**src/rtl/cook_power_ctrl.sv**
```systemverilog
// rtl/cook_power_ctrl.sv - microwave cook-cycle FSM with slot-based duty-cycled magnetron
//
// Ports:
//   clk, rst          rising-edge clock, synchronous active-high reset
//   tick              one-cycle 100 ms strobe; SLOTS ticks make one second
//   start, stop       one-cycle start/resume and pause/cancel pulses
//   door_open         door sensor level, 1 = open
//   mode[1:0]         00 LOW, 01 MED, 10 HIGH, 11 DEFROST
//   cook_time[TW-1:0] requested cook time in seconds
//   magnetron         magnetron enable (gated by the door without latency)
//   idle/running/paused  state decodes
//   done              one-cycle completion pulse
//   remaining[TW-1:0] seconds left
module cook_power_ctrl #(
    parameter int SLOTS = 10,
    parameter int TW    = 10
) (
    input  logic          clk,
    input  logic          rst,
    input  logic          tick,
    input  logic          start,
    input  logic          stop,
    input  logic          door_open,
    input  logic [1:0]    mode,
    input  logic [TW-1:0] cook_time,
    output logic          magnetron,
    output logic          idle,
    output logic          running,
    output logic          paused,
    output logic          done,
    output logic [TW-1:0] remaining
);

    localparam int SW = (SLOTS > 1) ? $clog2(SLOTS) : 1;

    typedef enum logic [1:0] {S_IDLE, S_RUN, S_PAUSE, S_DONE} state_t;

    state_t        r_state, w_state_nxt;
    logic [SW-1:0] r_slot, w_slot_nxt;
    logic [TW-1:0] r_remaining, w_remaining_nxt;
    logic [1:0]    r_mode_q, w_mode_nxt;
    logic          r_mag_q, w_mag_nxt;
    logic          w_wrap;

    // On-slots per window; HIGH keeps the magnetron on for the whole window.
    function automatic logic [7:0] duty(input logic [1:0] m);
        case (m)
            2'b00:   duty = 8'd3;
            2'b01:   duty = 8'd6;
            2'b10:   duty = 8'(SLOTS);
            default: duty = 8'd2;
        endcase
    endfunction

    assign w_wrap = (r_slot == SW'(SLOTS - 1));

    always_ff @(posedge clk) begin
        if (rst) begin
            r_state     <= S_IDLE;
            r_slot      <= '0;
            r_remaining <= '0;
            r_mode_q    <= 2'b00;
            r_mag_q     <= 1'b0;
        end else begin
            r_state     <= w_state_nxt;
            r_slot      <= w_slot_nxt;
            r_remaining <= w_remaining_nxt;
            r_mode_q    <= w_mode_nxt;
            r_mag_q     <= w_mag_nxt;
        end
    end

    always_comb begin
        w_state_nxt     = r_state;
        w_slot_nxt      = r_slot;
        w_remaining_nxt = r_remaining;
        w_mode_nxt      = r_mode_q;
        case (r_state)
            S_IDLE: begin
                // stop in the same cycle cancels the start
                if (start && !stop && !door_open && cook_time != '0) begin
                    w_state_nxt     = S_RUN;
                    w_remaining_nxt = cook_time;
                    w_mode_nxt      = mode;
                    w_slot_nxt      = '0;
                end
            end
            S_RUN: begin
                // pause has priority over a coincident tick, so the tick is lost
                if (stop || door_open) begin
                    w_state_nxt = S_PAUSE;
                end else if (tick) begin
                    if (w_wrap) begin
                        w_slot_nxt = '0;
                        if (r_remaining != '0) begin
                            w_remaining_nxt = r_remaining - TW'(1);
                            if (r_remaining == TW'(1)) begin
                                w_state_nxt = S_DONE;
                            end
                        end
                    end else begin
                        w_slot_nxt = r_slot + SW'(1);
                    end
                end
            end
            S_PAUSE: begin
                if (stop) begin
                    w_state_nxt     = S_IDLE;
                    w_remaining_nxt = '0;
                end else if (start && !door_open) begin
                    w_state_nxt = S_RUN;
                end
            end
            S_DONE: begin
                w_state_nxt = S_IDLE;
            end
            default: begin
                w_state_nxt = S_IDLE;
            end
        endcase
        // Registered enable looks at the upcoming slot so it lines up with the state.
        w_mag_nxt = (w_state_nxt == S_RUN) && (8'(w_slot_nxt) < duty(w_mode_nxt));
    end

    always_comb begin
        idle      = (r_state == S_IDLE);
        running   = (r_state == S_RUN);
        paused    = (r_state == S_PAUSE);
        done      = (r_state == S_DONE);
        remaining = r_remaining;
        magnetron = r_mag_q & ~door_open;
    end

endmodule

```
**config.mk**
```make
export PLATFORM = sky130hd
export DESIGN_NAME = cook_power_ctrl
export DESIGN_NICKNAME = d
export VERILOG_FILES = /design/src/rtl/cook_power_ctrl.sv
export SDC_FILE = /design/constraint.sdc
export NUM_CORES = 1
export LEC_CHECK = 0
export CORE_MARGIN = 4
export CORE_UTILIZATION = 54
export DETAILED_ROUTE_END_ITERATION = 8
export PLACE_DENSITY = 0.91
export SYNTH_ARGS = -nofsm -noshare
export SYNTH_HDL_FRONTEND = slang
export SYNTH_SLANG_ARGS = --single-unit
```
**constraint.sdc**
```tcl
create_clock -name clk -period 6.7 [get_ports clk]
set_input_delay 2.01 -clock clk [delete_from_list [all_inputs] [get_ports clk]]
set_output_delay 2.01 -clock clk [all_outputs]
set_load 0.03 [all_outputs]
```
==> results.yml <==
status:
  outcome: "complete, no violations"
worst_setup_path:
  r2r_start: "r_state[0]"
  startpoint_type: "input pin"
  cpPeakStageDelay_ns: 0.67
  r2r_cells: 10
  cpMostUsedCell: "clkdlybuf4s50_1"
  timing.rr.end: "r_mag_q"
  cp_top_family: "buffers and inverters"
  slowest_stage: "clkdlybuf4s50_1"
  worstPathBufferInverterCount: 2
  required_ns: 4.69
  crit_path_end_kind: "output pin"
  r2r_setup_slack_ns: 3.68
  critPathArrivalTime_ns: 3.32
  path_class: "in -> out"
  crit_chain: "clkdlybuf4s50_1 -> nor2b_1 -> clkdlybuf4s50_1"
  critPathMaxFanout: 7
clock_network:
  cts_sinks: 19
  cts_htree_levels: 1
  numCtsBuffers: 3
  cts.repair.resized: 0
  cts_setup_buffers: 0
  clk_latency_ns: 0.31
  postCtsHoldBufs: 0
  clock_path_buffers: 2
  cts.clk_slew.worst_paths_ns: 0.11
  cts_tree: "built"
  cts-root-buf: "clkbuf_4"
timing:
  fin_crit_ns: 5.326
  final-max-slew-violation-count: 0
  rsz0062_at_grt: "false"
  slew_headroom: 0.2199
  setup_viol: 0
  fmax_mhz: 187.7
  final_hold_viol_count: 0
  tns_ns: 0
  worst_pin_slew_ns: 1.165
  fin_crit_sh: 0.7950
  final.setup.worst_slack_ns: 1.374
  clock_skew_ns: 0.002640
synth:
  ys_seq_area_frac: 0.2598
  yosysWarnings: 0
  synth.area.top_cells: "dfxtp_1, ha_1, a21oi_1, nor2_1, nor4_1"
  synth.avg_cell_area_um2: 7.956
  yosysUniqueCellTypes: 44
  ys_ff_latch: 19
  synth-main-ff-cell: "dfxtp_1"
  synth_cells: 184
  synth_edf_count: 0
  syn-num-nets: 213
  synth_top_area_cell: "dfxtp_1"
  async_reset_ff_frac: 0
  synthDominantCellAreaShare: 0.2598
  syn_area_um2: 1464
cells_and_area:
  drive_gt1_frac: 0.03791
  fillCellCount: 202
  area_growth_pct: 23.42
  mostFrequentLayoutCell: "clkdlybuf4s50_1"
  fin_cells: 241
  nets: 241
  most-common-layout-cells: "clkdlybuf4s50_1, dfxtp_1, nor2_1"
  antenna_cells: 0
worst_hold_path:
  holdPathEnd: "remaining[6]"
  hold_start: "remaining[6]"
  min_path_type: "reg -> reg"
  whs_path_depth: 2
routing:
  wire_per_inst_um: 16.41
  drt-initial-drc-count: 135
  remaining_drc_errors: 0
  vias: 1573
  via_per_inst: 6.527
  antenna_left: 0
  firstDrtPassIters: 5
  wirelength_um: 3955
floorplan:
  die_area_um2: 3608
  die_w_um: 60.07
  coreArea_um2: 2522
  core.rowCount: 18
  die_h_um: 60.07
  pin_count: 33
  start_util: 0.5804
grt:
  grt_most_used_layer: "met2"
  antenna_found_initial: 0
  grt_max_degree: 20
  grtUsageMet3: 0.03672
  met1_usage: 0.3190
  globalRouteTotalUtil: 0.2443
  grt_remaining_overflow: 0
  grt_pass1_vias: 1506
  grt_pass1_wl_um: 6748
  gr-usage-met2: 0.3981
pwr:
  seqPwrFrac: 0.289
  vdd_drop_max_mv: 0.2674
  p_sw_frac: 0.4713
  pwr-share-clk: 0.110
  p_leak_nw: 0.6773
  power.internal_w: 0.0002939
  combPwrFrac: 0.602
  p_sw_w: 0.0002620
  powerDensity_nw_per_um2: 307.6
place:
  preCtsSetupSlack_ns: 1.377
  place_congestion: 0.9047
  numPortBuffers: 32
  dp_hpwl_um: 3040
  dp.cells: 237
flow_run:
  cap_violations: 0
## synthesized netlist by cell type, types with 4 or more instances
master     n
nor3_1     5
dfxtp_1   19
clkbuf_1   6
a311oi_1   4
inv_1     12
nor4_1     9
nor3b_1    4
a31oi_1    6
nor2_1    17
nand3_1    5
o31ai_1    6
or3_1      4
mux2i_1    5
nand2_1    5
a21oi_1   16
ha_1      11
nor2b_1    5
## how the worst max path moves through the flow
stage	depth (start not counted)	startpoint	end	slack, ns
final	3	door_open	magnetron	1.37
after global routing	3	door_open	magnetron	1.31
after CTS	3	door_open	magnetron	1.37
after detailed placement	3	door_open	magnetron	1.38
after global placement	3	door_open	magnetron	1.40
after floorplan	1	door_open	magnetron	2.25
## registers in the layout, summed over array words and instances (netlist names)
register / flops
remaining: 10
r_slot: 4
r_mode_q: 2
r_state: 2
r_mag_q: 1
## layer usage
metal / wire, um / up-vias
met5: 0 / -
met4: 47 / 0
met3: 319 / 7
met2: 1888 / 74
met1: 1700 / 733
li1: - / 759
## logic make-up (layout without fill, tap and decap cells)
kind of cell,Yosys count,in the layout,share of synthesized area
buf+inv,21,48,0.05982
compound gates,58,58,0.2769
mux,5,5,0.03419
xor+xnor,2,2,0.01197
fa+ha+maj,11,11,0.09402
flops,19,19,0.2598
simple gates,68,68,0.2632
## through the flow
stage / hold WS [ns] / utilization / power, W / cell area, um2
floorplan: 0.4990 / - / 0.0003983 / 1464
detailed placement: 0.5038 / 0.7054 / 0.0004893 / 1779
global route: 0.5470 / 0.7163 / 0.0005940 / 1807
finish: 0.5247 / 0.7163 / 0.0005558 / 1807
CTS: 0.5234 / 0.7163 / 0.0005506 / 1807
global placement: 0.4846 / 0.7054 / 0.0004783 / 1779
## power by group through the flow
stage           Clock, W  Sequential, W  Combinational (W)
6_report       0.0000610       0.000160           0.000334
5_1_grt        0.0000671       0.000165           0.000362
4_1_cts        0.0000619       0.000160           0.000329
3_5_place_dp           0       0.000162           0.000327
3_3_place_gp           0       0.000160           0.000318
2_1_floorplan          0       0.000186           0.000212
## worst reg2reg max path: stages, from the launching register on
cell and delay (ns):
dfxtp_1 0.39, inv_1 0.11, ha_1 0.32, nand4bb_1 0.16
a31oi_1 0.87, a2bb2oi_1 0.25, mux2i_1 0.11, ha_1 0.31
a21oi_1 0.17, o31a_1 0.15, o211a_1 0.14
## area by class of cell
type | count | area [um2] | share of cell area
clock buffer | 3 | 22.52 | 0.01247
timing repair buffer | 32 | 320.3 | 0.1773
inverter | 12 | 45.04 | 0.02493
tap | 30 | 37.54 | 0.02078
sequential | 19 | 380.4 | 0.2105
clock inverter | 1 | 5.005 | 0.002770
multi-input combinational | 144 | 996.0 | 0.5512
No activity file was read; power rests on OpenSTA's default activity.
